## src/rtl/hb_dual_sched_if.sv

```systemverilog
`default_nettype none
// ============================================================================
//  Module   : hb_dual_sched_if
//  Purpose  : Stream bundle between the front-end decimation chain, the
//             shared halfband scheduler and the karaoke processing path.
//             Two input sample streams (L/R) go in. One tagged, decimated
//             output stream and status flags come out.
//  Signals  : x_l / x_l_valid   left Q15 sample and accept strobe
//             x_r / x_r_valid   right Q15 sample and accept strobe
//             y_out / y_valid   decimated Q15 result and one-cycle strobe
//             y_ch              channel of y_out (0 = L, 1 = R)
//             busy              scheduler not idle
//             overrun[1:0]      sticky per-channel overrun (bit0 = L)
//  Modports : master = sample source / result sink, slave = scheduler
//  Revision : 1.0  initial release
// ============================================================================
interface hb_dual_sched_if;
  logic signed [15:0] x_l;
  logic               x_l_valid;
  logic signed [15:0] x_r;
  logic               x_r_valid;
  logic signed [15:0] y_out;
  logic               y_valid;
  logic               y_ch;
  logic               busy;
  logic        [1:0]  overrun;

  modport master (
    output x_l, x_l_valid, x_r, x_r_valid,
    input  y_out, y_valid, y_ch, busy, overrun
  );

  modport slave (
    input  x_l, x_l_valid, x_r, x_r_valid,
    output y_out, y_valid, y_ch, busy, overrun
  );
endinterface
`default_nettype wire

```

## src/rtl/hb_dual_sched.sv

```systemverilog
`default_nettype none
// ============================================================================
//  Module   : hb_dual_sched
//  Purpose  : Time-multiplexed controller for a 27-tap halfband
//             decimate-by-2 filter. One MAC engine serves the L and R
//             channels. Each channel has its own 32-entry circular sample
//             buffer. Output computations become due on every second sample
//             once the window is full. A round-robin arbiter assigns due
//             computations to the engine, and an 8-step symmetric MAC
//             sequence (7 coefficient pairs + centre tap) runs for each one.
//  Ports    : clk    system clock
//             reset  asynchronous, active-high reset
//             bus    hb_dual_sched_if.slave (samples in, results/status out)
//  Revision : 1.0  initial release
// ============================================================================
module hb_dual_sched (
  input  wire logic       clk,
  input  wire logic       reset,
  hb_dual_sched_if.slave  bus
);

  // --------------------------------------------------------------------------
  // Constants
  // --------------------------------------------------------------------------
  localparam logic [4:0] c_fill_full  = 5'd27;  // taps in one window
  localparam logic [4:0] c_span       = 5'd26;  // distance first..last tap
  localparam logic [4:0] c_center_ofs = 5'd13;  // centre tap offset
  localparam logic [2:0] c_last_pair  = 3'd6;
  localparam int         c_center_sh  = 14;     // centre coefficient 2^14

  // Non-zero halfband coefficients, outermost pair first.
  function automatic logic signed [15:0] coef_of(input logic [2:0] k);
    case (k)
      3'd0:    coef_of = 16'sd3;
      3'd1:    coef_of = -16'sd25;
      3'd2:    coef_of = 16'sd117;
      3'd3:    coef_of = -16'sd394;
      3'd4:    coef_of = 16'sd1078;
      3'd5:    coef_of = -16'sd2753;
      default: coef_of = 16'sd10165;
    endcase
  endfunction

  typedef enum logic [1:0] {
    S_IDLE   = 2'd0,
    S_PAIR   = 2'd1,
    S_CENTER = 2'd2,
    S_OUT    = 2'd3
  } state_t;

  // --------------------------------------------------------------------------
  // Per-channel state (index 0 = L, 1 = R)
  // --------------------------------------------------------------------------
  logic signed [15:0] r_buf [2][32];
  logic        [4:0]  r_wp      [2];
  logic        [4:0]  r_fill    [2];
  logic        [4:0]  r_due_ptr [2];
  logic        [1:0]  r_phase;
  logic        [1:0]  r_pending;
  logic        [1:0]  r_overrun;

  logic signed [15:0] w_x [2];
  logic        [1:0]  w_xv;
  logic        [4:0]  w_fill_inc [2];
  logic        [1:0]  w_due;

  // --------------------------------------------------------------------------
  // Engine state
  // --------------------------------------------------------------------------
  state_t             r_state;
  logic        [2:0]  r_k;
  logic signed [37:0] r_acc;
  logic        [4:0]  r_base;
  logic               r_ch;
  logic               r_last;      // last channel granted (1 = R)
  logic signed [15:0] r_y_out;
  logic               r_y_valid;
  logic               r_y_ch;
  logic               r_busy;

  logic               w_grant;
  logic               w_gch;
  logic        [4:0]  w_addr_a;
  logic        [4:0]  w_addr_b;
  logic        [4:0]  w_addr_c;
  logic signed [15:0] w_tap_a;
  logic signed [15:0] w_tap_b;
  logic signed [15:0] w_tap_c;
  logic signed [16:0] w_pair_sum;
  logic signed [32:0] w_pair_prod;
  logic signed [37:0] w_center_prod;
  logic signed [37:0] w_shift;
  logic signed [15:0] w_sat;

  assign w_x[0] = bus.x_l;
  assign w_x[1] = bus.x_r;
  assign w_xv   = {bus.x_r_valid, bus.x_l_valid};

  // --------------------------------------------------------------------------
  // Sample accept / due detection
  // A sample is due when it completes an even-numbered pair (phase was 1)
  // and the window, counting this sample, holds all 27 taps.
  // --------------------------------------------------------------------------
  always_comb begin
    for (int c = 0; c < 2; c++) begin
      w_fill_inc[c] = (r_fill[c] == c_fill_full) ? r_fill[c] : r_fill[c] + 5'd1;
      w_due[c]      = w_xv[c] && r_phase[c] && (w_fill_inc[c] >= c_fill_full);
    end
  end

  // The sample memory is not reset. The fill counter keeps stale entries out
  // of any window.
  always_ff @(posedge clk) begin
    for (int c = 0; c < 2; c++) begin
      if (w_xv[c]) begin
        r_buf[c][r_wp[c]] <= w_x[c];
      end
    end
  end

  // Pending/overrun bookkeeping. If a new due and a grant of the same
  // channel occur on the same edge, the new due wins. The grant has already
  // latched the previous due_ptr as its base.
  always_ff @(posedge clk or posedge reset) begin
    if (reset) begin
      for (int c = 0; c < 2; c++) begin
        r_wp[c]      <= '0;
        r_fill[c]    <= '0;
        r_due_ptr[c] <= '0;
      end
      r_phase   <= '0;
      r_pending <= '0;
      r_overrun <= '0;
    end else begin
      for (int c = 0; c < 2; c++) begin
        if (w_xv[c]) begin
          r_wp[c]    <= r_wp[c] + 5'd1;
          r_fill[c]  <= w_fill_inc[c];
          r_phase[c] <= ~r_phase[c];
        end
        if (w_due[c]) begin
          r_pending[c] <= 1'b1;
          r_due_ptr[c] <= r_wp[c];
          if (r_pending[c] && !(w_grant && (w_gch == 1'(c)))) begin
            r_overrun[c] <= 1'b1;
          end
        end else if (w_grant && (w_gch == 1'(c))) begin
          r_pending[c] <= 1'b0;
        end
      end
    end
  end

  // --------------------------------------------------------------------------
  // Round-robin arbiter. A grant is possible from IDLE, and also from OUT so
  // that back-to-back computations have no idle gap.
  // --------------------------------------------------------------------------
  assign w_grant = ((r_state == S_IDLE) || (r_state == S_OUT)) && (|r_pending);
  assign w_gch   = (&r_pending) ? ~r_last : r_pending[1];

  // --------------------------------------------------------------------------
  // MAC datapath. Pair k combines tap[2k] and tap[26-2k] around base b.
  // The 5-bit address arithmetic gives the modulo-32 wrap.
  // --------------------------------------------------------------------------
  assign w_addr_a = r_base - {1'b0, r_k, 1'b0};
  assign w_addr_b = r_base - c_span + {1'b0, r_k, 1'b0};
  assign w_addr_c = r_base - c_center_ofs;

  assign w_tap_a  = r_buf[r_ch][w_addr_a];
  assign w_tap_b  = r_buf[r_ch][w_addr_b];
  assign w_tap_c  = r_buf[r_ch][w_addr_c];

  assign w_pair_sum    = 17'(w_tap_a) + 17'(w_tap_b);
  assign w_pair_prod   = 33'(w_pair_sum) * 33'(coef_of(r_k));
  assign w_center_prod = 38'(w_tap_c) <<< c_center_sh;

  // Arithmetic shift floors toward -inf. The result is then clamped to Q15.
  assign w_shift = r_acc >>> 15;
  always_comb begin
    w_sat = w_shift[15:0];
    if (w_shift > 38'sd32767) begin
      w_sat = 16'sh7fff;
    end else if (w_shift < -38'sd32768) begin
      w_sat = -16'sh8000;
    end
  end

  // --------------------------------------------------------------------------
  // Sequencer
  // --------------------------------------------------------------------------
  always_ff @(posedge clk or posedge reset) begin
    if (reset) begin
      r_state   <= S_IDLE;
      r_k       <= '0;
      r_acc     <= '0;
      r_base    <= '0;
      r_ch      <= 1'b0;
      r_last    <= 1'b1;
      r_y_out   <= '0;
      r_y_valid <= 1'b0;
      r_y_ch    <= 1'b0;
      r_busy    <= 1'b0;
    end else begin
      r_y_valid <= 1'b0;
      case (r_state)
        S_IDLE: begin
          r_busy <= 1'b0;
        end
        S_PAIR: begin
          r_acc <= r_acc + 38'(w_pair_prod);
          if (r_k == c_last_pair) begin
            r_state <= S_CENTER;
          end else begin
            r_k <= r_k + 3'd1;
          end
        end
        S_CENTER: begin
          r_acc   <= r_acc + w_center_prod;
          r_state <= S_OUT;
        end
        S_OUT: begin
          r_y_out   <= w_sat;
          r_y_ch    <= r_ch;
          r_y_valid <= 1'b1;
          r_state   <= S_IDLE;
          r_busy    <= 1'b0;
        end
        default: begin
          r_state <= S_IDLE;
          r_busy  <= 1'b0;
        end
      endcase

      // A grant overrides the IDLE/OUT assignments above.
      if (w_grant) begin
        r_base  <= r_due_ptr[w_gch];
        r_ch    <= w_gch;
        r_last  <= w_gch;
        r_acc   <= '0;
        r_k     <= '0;
        r_state <= S_PAIR;
        r_busy  <= 1'b1;
      end
    end
  end

  assign bus.y_out   = r_y_out;
  assign bus.y_valid = r_y_valid;
  assign bus.y_ch    = r_y_ch;
  assign bus.busy    = r_busy;
  assign bus.overrun = r_overrun;

endmodule
`default_nettype wire
```

## src/flat_wrapper.sv

```systemverilog
// flat-port wrapper written by rule: the top's interface ports become plain ports
module hb_dual_sched_flat 
  (clk, reset, bus_x_l, bus_x_l_valid, bus_x_r, bus_x_r_valid, bus_y_out, bus_y_valid, bus_y_ch, bus_busy, bus_overrun);
  hb_dual_sched_if bus_i ();
  input  wire logic clk;
  input  wire logic reset;
  input wire logic [$bits(bus_i.x_l)-1:0] bus_x_l;
  input wire logic [$bits(bus_i.x_l_valid)-1:0] bus_x_l_valid;
  input wire logic [$bits(bus_i.x_r)-1:0] bus_x_r;
  input wire logic [$bits(bus_i.x_r_valid)-1:0] bus_x_r_valid;
  output wire logic [$bits(bus_i.y_out)-1:0] bus_y_out;
  output wire logic [$bits(bus_i.y_valid)-1:0] bus_y_valid;
  output wire logic [$bits(bus_i.y_ch)-1:0] bus_y_ch;
  output wire logic [$bits(bus_i.busy)-1:0] bus_busy;
  output wire logic [$bits(bus_i.overrun)-1:0] bus_overrun;
  assign bus_i.x_l = bus_x_l;
  assign bus_i.x_l_valid = bus_x_l_valid;
  assign bus_i.x_r = bus_x_r;
  assign bus_i.x_r_valid = bus_x_r_valid;
  assign bus_y_out = bus_i.y_out;
  assign bus_y_valid = bus_i.y_valid;
  assign bus_y_ch = bus_i.y_ch;
  assign bus_busy = bus_i.busy;
  assign bus_overrun = bus_i.overrun;
  hb_dual_sched u_core (.clk(clk), .reset(reset), .bus(bus_i));
endmodule
```

## config.mk

```make
export PLATFORM = sky130hd
export DESIGN_NAME = hb_dual_sched_flat
export DESIGN_NICKNAME = d
export VERILOG_FILES = /design/src/rtl/hb_dual_sched_if.sv /design/src/rtl/hb_dual_sched.sv /design/src/flat_wrapper.sv
export SDC_FILE = /design/constraint.sdc
export NUM_CORES = 2
export LEC_CHECK = 0
export CAP_MARGIN = 20
export CORE_AREA = 2 2 500 254
export CTS_CLUSTER_SIZE = 14
export DETAILED_ROUTE_END_ITERATION = 12
export DIE_AREA = 0 0 502 256
export PLACE_DENSITY_LB_ADDON = 0.3
export SLEW_MARGIN = 10
export SYNTH_ARGS = -nofsm -noshare
export SYNTH_HDL_FRONTEND = slang
export SYNTH_SLANG_ARGS = --single-unit
export TNS_END_PERCENT = 1
```

## constraint.sdc

```tcl
create_clock -name clk -period 14.9 [get_ports clk]
set_clock_uncertainty 0.15 [all_clocks]
set_input_delay 2.235 -clock clk [delete_from_list [all_inputs] [get_ports clk]]
set_output_delay 2.235 -clock clk [all_outputs]
set_load 0.03 [all_outputs]
```

# Yosys cells after proc, flatten, opt, wreduce, memory -nomap -nowiden
# Memory sizes are Yosys's and may differ from the RTL's.
# Cells that the tools add are included.
[totals]
n_memories = 1
ram_bits = 1024
out_inout_bits = 21
inputBits = 36
romBits = 0
wordCells = 141
latch_bits = 0
register_bits = 105
[memory_table]
columns = ["name", "words", "word_bits", "read_ports", "rd_ports_with_merged_regs", "wr", "line_no", "text"]
rows = [
  ["u_core.r_buf", 2, 512, 1, 0, 2, "hb_dual_sched.sv:54", "logic signed [15:0] r_buf [2][32];"],
]
[op_classes]
magnitude_cmp = 12
n_shift = 0
reduce_logical = 29
addsub = 12
mul = 1
n_mux = 41
bitwise = 10
n_eq_ne = 13
n_div = 0
[ops]
columns = ["operator", "n"]
rows = [
  ["2-to-1 mux 512 bit", 2],
  ["binary-select mux 16 bit (select 5 bit)", 3],
  ["demux 16 bit (select 5 bit)", 2],
  ["2-to-1 mux 16 bit", 10],
  ["one-hot mux 16 bit (6 select lines)", 1],
  ["one-hot mux 38 bit (2 select lines)", 1],
  ["adder 38 x 30 -> 38 bit", 1],
  ["adder 38 x 33 -> 38 bit", 1],
  ["2-to-1 mux 38 bit", 1],
  ["multiplier 17 x 16 -> 33 bit", 1],
  [">= comparator 6 bit (second input constant)", 5],
  ["inverter 5 -> 6 bit", 5],
  ["2-to-1 mux 5 bit", 5],
  ["greater-than comparator 23 x 16 -> 1 bit (second input constant)", 1],
  ["less-than comparator 23 x 16 -> 1 bit (second input constant)", 1],
  ["adder 5 x 1 -> 5 bit (second input constant)", 4],
  ["adder 16 x 16 -> 17 bit", 1],
  ["less-than comparator 6 x 1 -> 1 bit (second input constant)", 2],
  ["logical AND 1 bit", 11],
  ["== test 5 bit (second input constant)", 2],
  [">= comparator 5 bit (second input constant)", 2],
  ["2-to-1 mux 1 bit", 10],
  ["AND reduction 2 bit", 5],
  ["== test 3 bit (second input constant)", 3],
  ["other kinds (25)", 38],
]

# Longest topological paths before layout
[logic_depth]
depth_word = 11
depth_mapped = 42
ltp_nobuf = 39

# Worst setup path after synthesis
# Ideal clock, no wire load.
[synth_timing]
path_kind = "reg2reg"
start = "reg u_core.r_k[1]"
end = "reg u_core.r_acc[37]"
required_time_ps = 14624
setup_slack_ps = 3363
synth_period_minus_slack_ps = 11537
n_path_buf = 2
path_stages_with_launch = 39
arrival_time_ps = 11261
setup_time_ps = 126
path_cell_list = "dfrtp_1 -> inv_1 -> ha_1 -> or2_2 -> fa_1 -> xor2_1 -> xnor2_1 -> clkbuf_1 -> mux4_2 -> ha_1 -> o21ai_0 -> a21oi_1 -> nand4_1 -> a31oi_1 -> a41oi_1 -> a21o_1 -> clkbuf_1 -> nand2_1 -> (+3 left out) -> fa_1 -> fa_1 -> inv_1 -> fa_1 -> fa_1 -> inv_1 -> fa_1 -> inv_1 -> ha_1 -> a21oi_1 -> o21ai_0 -> or2_2 -> a2111oi_1 -> nor4_1 -> o21ai_0 -> a21oi_1 -> xnor3_1 -> a221o_1"
[synth_via]
elab_chain_cells = 10
word_cells_on_any_way = 22
classes_between = "add/sub: 4; mul: 1; eq/ne: 5; mux: 9; bitwise: 2; reduce/logical: 1"
[synth_lines]
columns = ["item", "line_no", "text"]
rows = [
  ["from (decl)", "hb_dual_sched.sv:71", "logic [2:0] r_k;"],
  ["from (signal assigned)", "hb_dual_sched.sv:214", "r_k <= r_k + 3'd1;"],
  ["subtractor 5 x 4 -> 5 bit / adder 5 x 4 -> 5 bit (equally long branches)", "hb_dual_sched.sv:165, hb_dual_sched.sv:166", ""],
  ["inverter 5 -> 6 bit, on equally long branches", "hb_dual_sched.sv:169, hb_dual_sched.sv:170", ""],
  ["binary-select mux 16 bit (select 5 bit), on equally long branches", "hb_dual_sched.sv:169, hb_dual_sched.sv:170", ""],
  ["2-to-1 mux 16 bit, on equally long branches (2 in series)", "hb_dual_sched.sv:169, hb_dual_sched.sv:170", ""],
  ["adder 16 x 16 -> 17 bit", "hb_dual_sched.sv:173", "assign w_pair_sum = 17'(w_tap_a) + 17'(w_tap_b);"],
  ["multiplier 17 x 16 -> 33 bit *", "hb_dual_sched.sv:174", "assign w_pair_prod = 33'(w_pair_sum) * 33'(coef_of(r_k));"],
  ["adder 38 x 33 -> 38 bit *", "hb_dual_sched.sv:210", "r_acc <= r_acc + 38'(w_pair_prod);"],
  ["one-hot mux 38 bit (2 select lines) *", "hb_dual_sched.sv:205", "case (r_state)"],
  ["2-to-1 mux 38 bit *", "hb_dual_sched.sv:235", "if (w_grant) begin"],
  ["to (signal assigned)", "hb_dual_sched.sv:210", ""],
  ["to (signal assigned)", "hb_dual_sched.sv:218", "r_acc <= r_acc + w_center_prod;"],
  ["to (decl)", "hb_dual_sched.sv:72", "logic signed [37:0] r_acc;"],
]
# Mark *: on every way between the ends. The rest lies on a longest branch, timed or not. The select of a mux whose other input is x is not followed.
# A chain may end at the register's enable or synchronous reset.

# Worst setup path after layout
[layout_timing]
start = "reg u_core.r_base[1]"
end = "reg u_core.r_acc[37]"
[layout_via]
elab_chain_cells = 11
word_cells_on_any_way = 22
classes_between = "add/sub: 7; mul: 1; mux: 11; bitwise: 3"
[layout_lines]
columns = ["item", "line_no", "text"]
rows = [
  ["from (decl)", "hb_dual_sched.sv:73", "logic [4:0] r_base;"],
  ["from (signal assigned)", "hb_dual_sched.sv:236", "r_base <= r_due_ptr[w_gch];"],
  ["subtractor 5 bit", "hb_dual_sched.sv:166", "assign w_addr_b = r_base - c_span + {1'b0, r_k, 1'b0};"],
  ["adder 5 x 4 -> 5 bit", "hb_dual_sched.sv:166", ""],
  ["inverter 5 -> 6 bit (implied by the code)", "hb_dual_sched.sv:170", "assign w_tap_b = r_buf[r_ch][w_addr_b];"],
  ["binary-select mux 16 bit (select 5 bit)", "hb_dual_sched.sv:170", ""],
  ["2-to-1 mux 16 bit (implied by the code) (2 in series)", "hb_dual_sched.sv:170", ""],
  ["adder 16 x 16 -> 17 bit", "hb_dual_sched.sv:173", ""],
  ["multiplier 17 x 16 -> 33 bit", "hb_dual_sched.sv:174", ""],
  ["adder 38 x 33 -> 38 bit", "hb_dual_sched.sv:210", ""],
  ["one-hot mux 38 bit (2 select lines) *", "hb_dual_sched.sv:205", ""],
  ["2-to-1 mux 38 bit *", "hb_dual_sched.sv:235", ""],
]
# Marked as above.

==> out/qor.txt <==
Die Wd = 502 µm
Routed wire length = 218000 µm
Via/cell ratio = 7.01
Worst reg2reg path depth = 38
Total die area = 0.129 mm²
Crit path arrival time = 13730 ps
Area grow syn2layout = 10.0%
Synthesized area = 0.0679 mm²
Max-Cap Viols = 0
Syn_area_per_cell = 16.2 µm²
Core Area = 0.124 mm²
Setup bufs post-CTS = 0
DRC viols = 0
RSZ-0062 raised after global routing = false
Layout cells sized above 1 = 26.7%
Antenna-violating nets left = 0
Hold Path Cell Cnt = 1
Clock Tree Root = clkbuf_16
Status = finished, final reports clean
Most frequent cell on the critical path = fa_1
Post-synth net total = 4736
Most frequent cells in the layout = edfxtp_1 (1024), mux4_2 (733), inv_1 (505), fa_1 (336), nand2_1 (209)
First-pass GRT wire length = 314000 µm
Clock network latency to the later pin of the worst-skew pair = 730 ps
Die Y-Extent = 256 µm
Post-route setup TNS = 0 ps
Antenna violations before repair = 7
CP peak stage delay = 1140 ps
Synth unique cells = 70
Ys Warns = 0
Detailed placement HPWL = 152000 µm
Row cnt = 92
Initial core utilization = 54.6%
DRT Pass-1 Iters = 6
Post-synthesis async set-or-reset flop share = 9.30%
Post-synth EDFFs = 1024
Vias = 42400
Port bufs = 56
Max transition margin = 18.5%
H-tree levels = 3
IO Pins = 57
Hold Crit Class = reg2reg
Clock slew at reported path FFs = 70 ps
Max-slew violations = 0
PostCTS Resize Cnt = 0
CTS sink count = 1129
Placer Congestion = 1.00
Post-layout min period = 13260 ps
Total CTS buffers = 101
GRT overflow = 0
Synth Flop Type = edfxtp_1
Slowest CP cell = fa_4
Hold buffers post-CTS = 0
CP Class = reg2reg
# diodes = 0
Crit share post-route = 89.0%
Synthesized flop and latch total = 1129
Vias in the first global route = 41300
CTS tree = done
Fmax = 75.4 MHz
Critical path data required time = 15360 ps
Crit path max fanout = 20
Largest net degree at the start of global routing = 98
Critical Path End Type = flop
Final instance area = 0.0747 mm²
Cells after Synth = 4183
Clock buffer depth = 3
CP startpoint kind = flop
Commonest non-fill, non-tap cell in the layout = edfxtp_1
Nets = 4847
Iteration-0 DRC Markers = 7516
Seq/Total Area, Yosys = 49.1%
Final hold violation count = 0
Slew @ Worst Pin = 1220 ps
Setup-failing EPs final = 0
DP Area = 0.0716 mm²
Total Routing Usage GR = 34.8%
Routed wire per std cell = 36.1 µm
## critical path, delay by kind of cell, from the launching register on
kind,cells,cell delay (ps)
buffers and inverters,6,920
adders and majority gates,11,5550
and+or+nand+nor,4,660
AOI/OAI and AO/OA,13,3690
xor gates and xnor gates,2,920
DFF,1,400
muxes,2,820
## synth_stat cells, types with 57 or more instances
cell	number	area share (%)
clkbuf_1	142	0.78
a21oi_1	67	0.49
ha_1	180	3.3
dfrtp_1	104	3.8
o21ai_0	89	0.66
nand2_1	209	1.2
nor2_1	195	1.1
inv_1	506	2.8
mux4_2	733	24
fa_1	337	9.9
edfxtp_1	1024	45
xnor2_1	57	0.74
buf_2	57	0.42
## flip-flops by register name, summed over array words and instances (netlist names), 3 cells and up
signal and cells:
u_core.r_buf 1024, u_core.r_fill 10, u_core.r_base 5, u_core.r_k 3, u_core.r_acc 38, u_core.r_due_ptr 10, u_core.r_wp 10, u_core.bus.y_out 16
## layer usage
| layer | track usage, % | vias up | share of wire (%) |
|---|---|---|---|
| met5 | 0.852 | - | 0.12 |
| met4 | 7.39 | 16 | 2.6 |
| li1 | - | 16300 | - |
| met1 | 53.1 | 21900 | 39 |
| met2 | 42.0 | 3836 | 37 |
| met3 | 20.8 | 364 | 21 |
## logic make-up (layout without fill, tap and decap cells)
group | after synthesis | in the layout | synth area share (%)
multiplexers | 776 | 776 | 25.0
adder cells (fa/ha/maj) | 517 | 517 | 13.2
XOR/XNOR | 101 | 101 | 1.33
AO/OA/AOI/OAI | 318 | 318 | 3.02
flip-flops | 1129 | 1129 | 49.1
buffers and inverters | 732 | 906 | 4.23
AND/OR/NAND/NOR | 610 | 610 | 4.04
## stage by stage
step | util (%) | worst slack (ps) | instances | hold slack, ps
6_report | 60.1 | 1640 | 6049 | 317
5_1_grt | 60.1 | 1010 | 6049 | 326
4_1_cts | 60.0 | 1690 | 6044 | 318
3_5_place_dp | 57.6 | 1720 | 5878 | 307
3_3_place_gp | 57.4 | 1830 | 5869 | 304
2_1_floorplan | - | 3360 | 4183 | 289
## final timing paths
kind                                   startpoint               endpoint  slack (ps)
worst max-delay path             u_core.r_base[1]       u_core.r_acc[37]        1640
worst min-delay path            u_core.r_phase[0]      u_core.r_phase[0]         320
worst max register to register   u_core.r_base[1]       u_core.r_acc[37]        1640
worst min register to register  u_core.r_phase[0]      u_core.r_phase[0]         320
max in group asynchronous                   reset       u_core.r_acc[30]       11410
min in group asynchronous                   reset  u_core.bus.overrun[1]        1850
## layout make-up
| type | count | area (µm²) |
|---|---|---|
| clock buffer | 125 | 2660 |
| clock inverter | 41 | 380 |
| tap | 1692 | 2120 |
| sequential | 1129 | 33400 |
| fill | 9090 | 49700 |
| multi-input combinational | 2322 | 32100 |
| inverter | 507 | 1910 |
| timing repair buffer | 233 | 2160 |
Power is left out: the tool's default activity adds up to more than one toggle a clock period on the data nets, which glitch-free logic cannot reach.
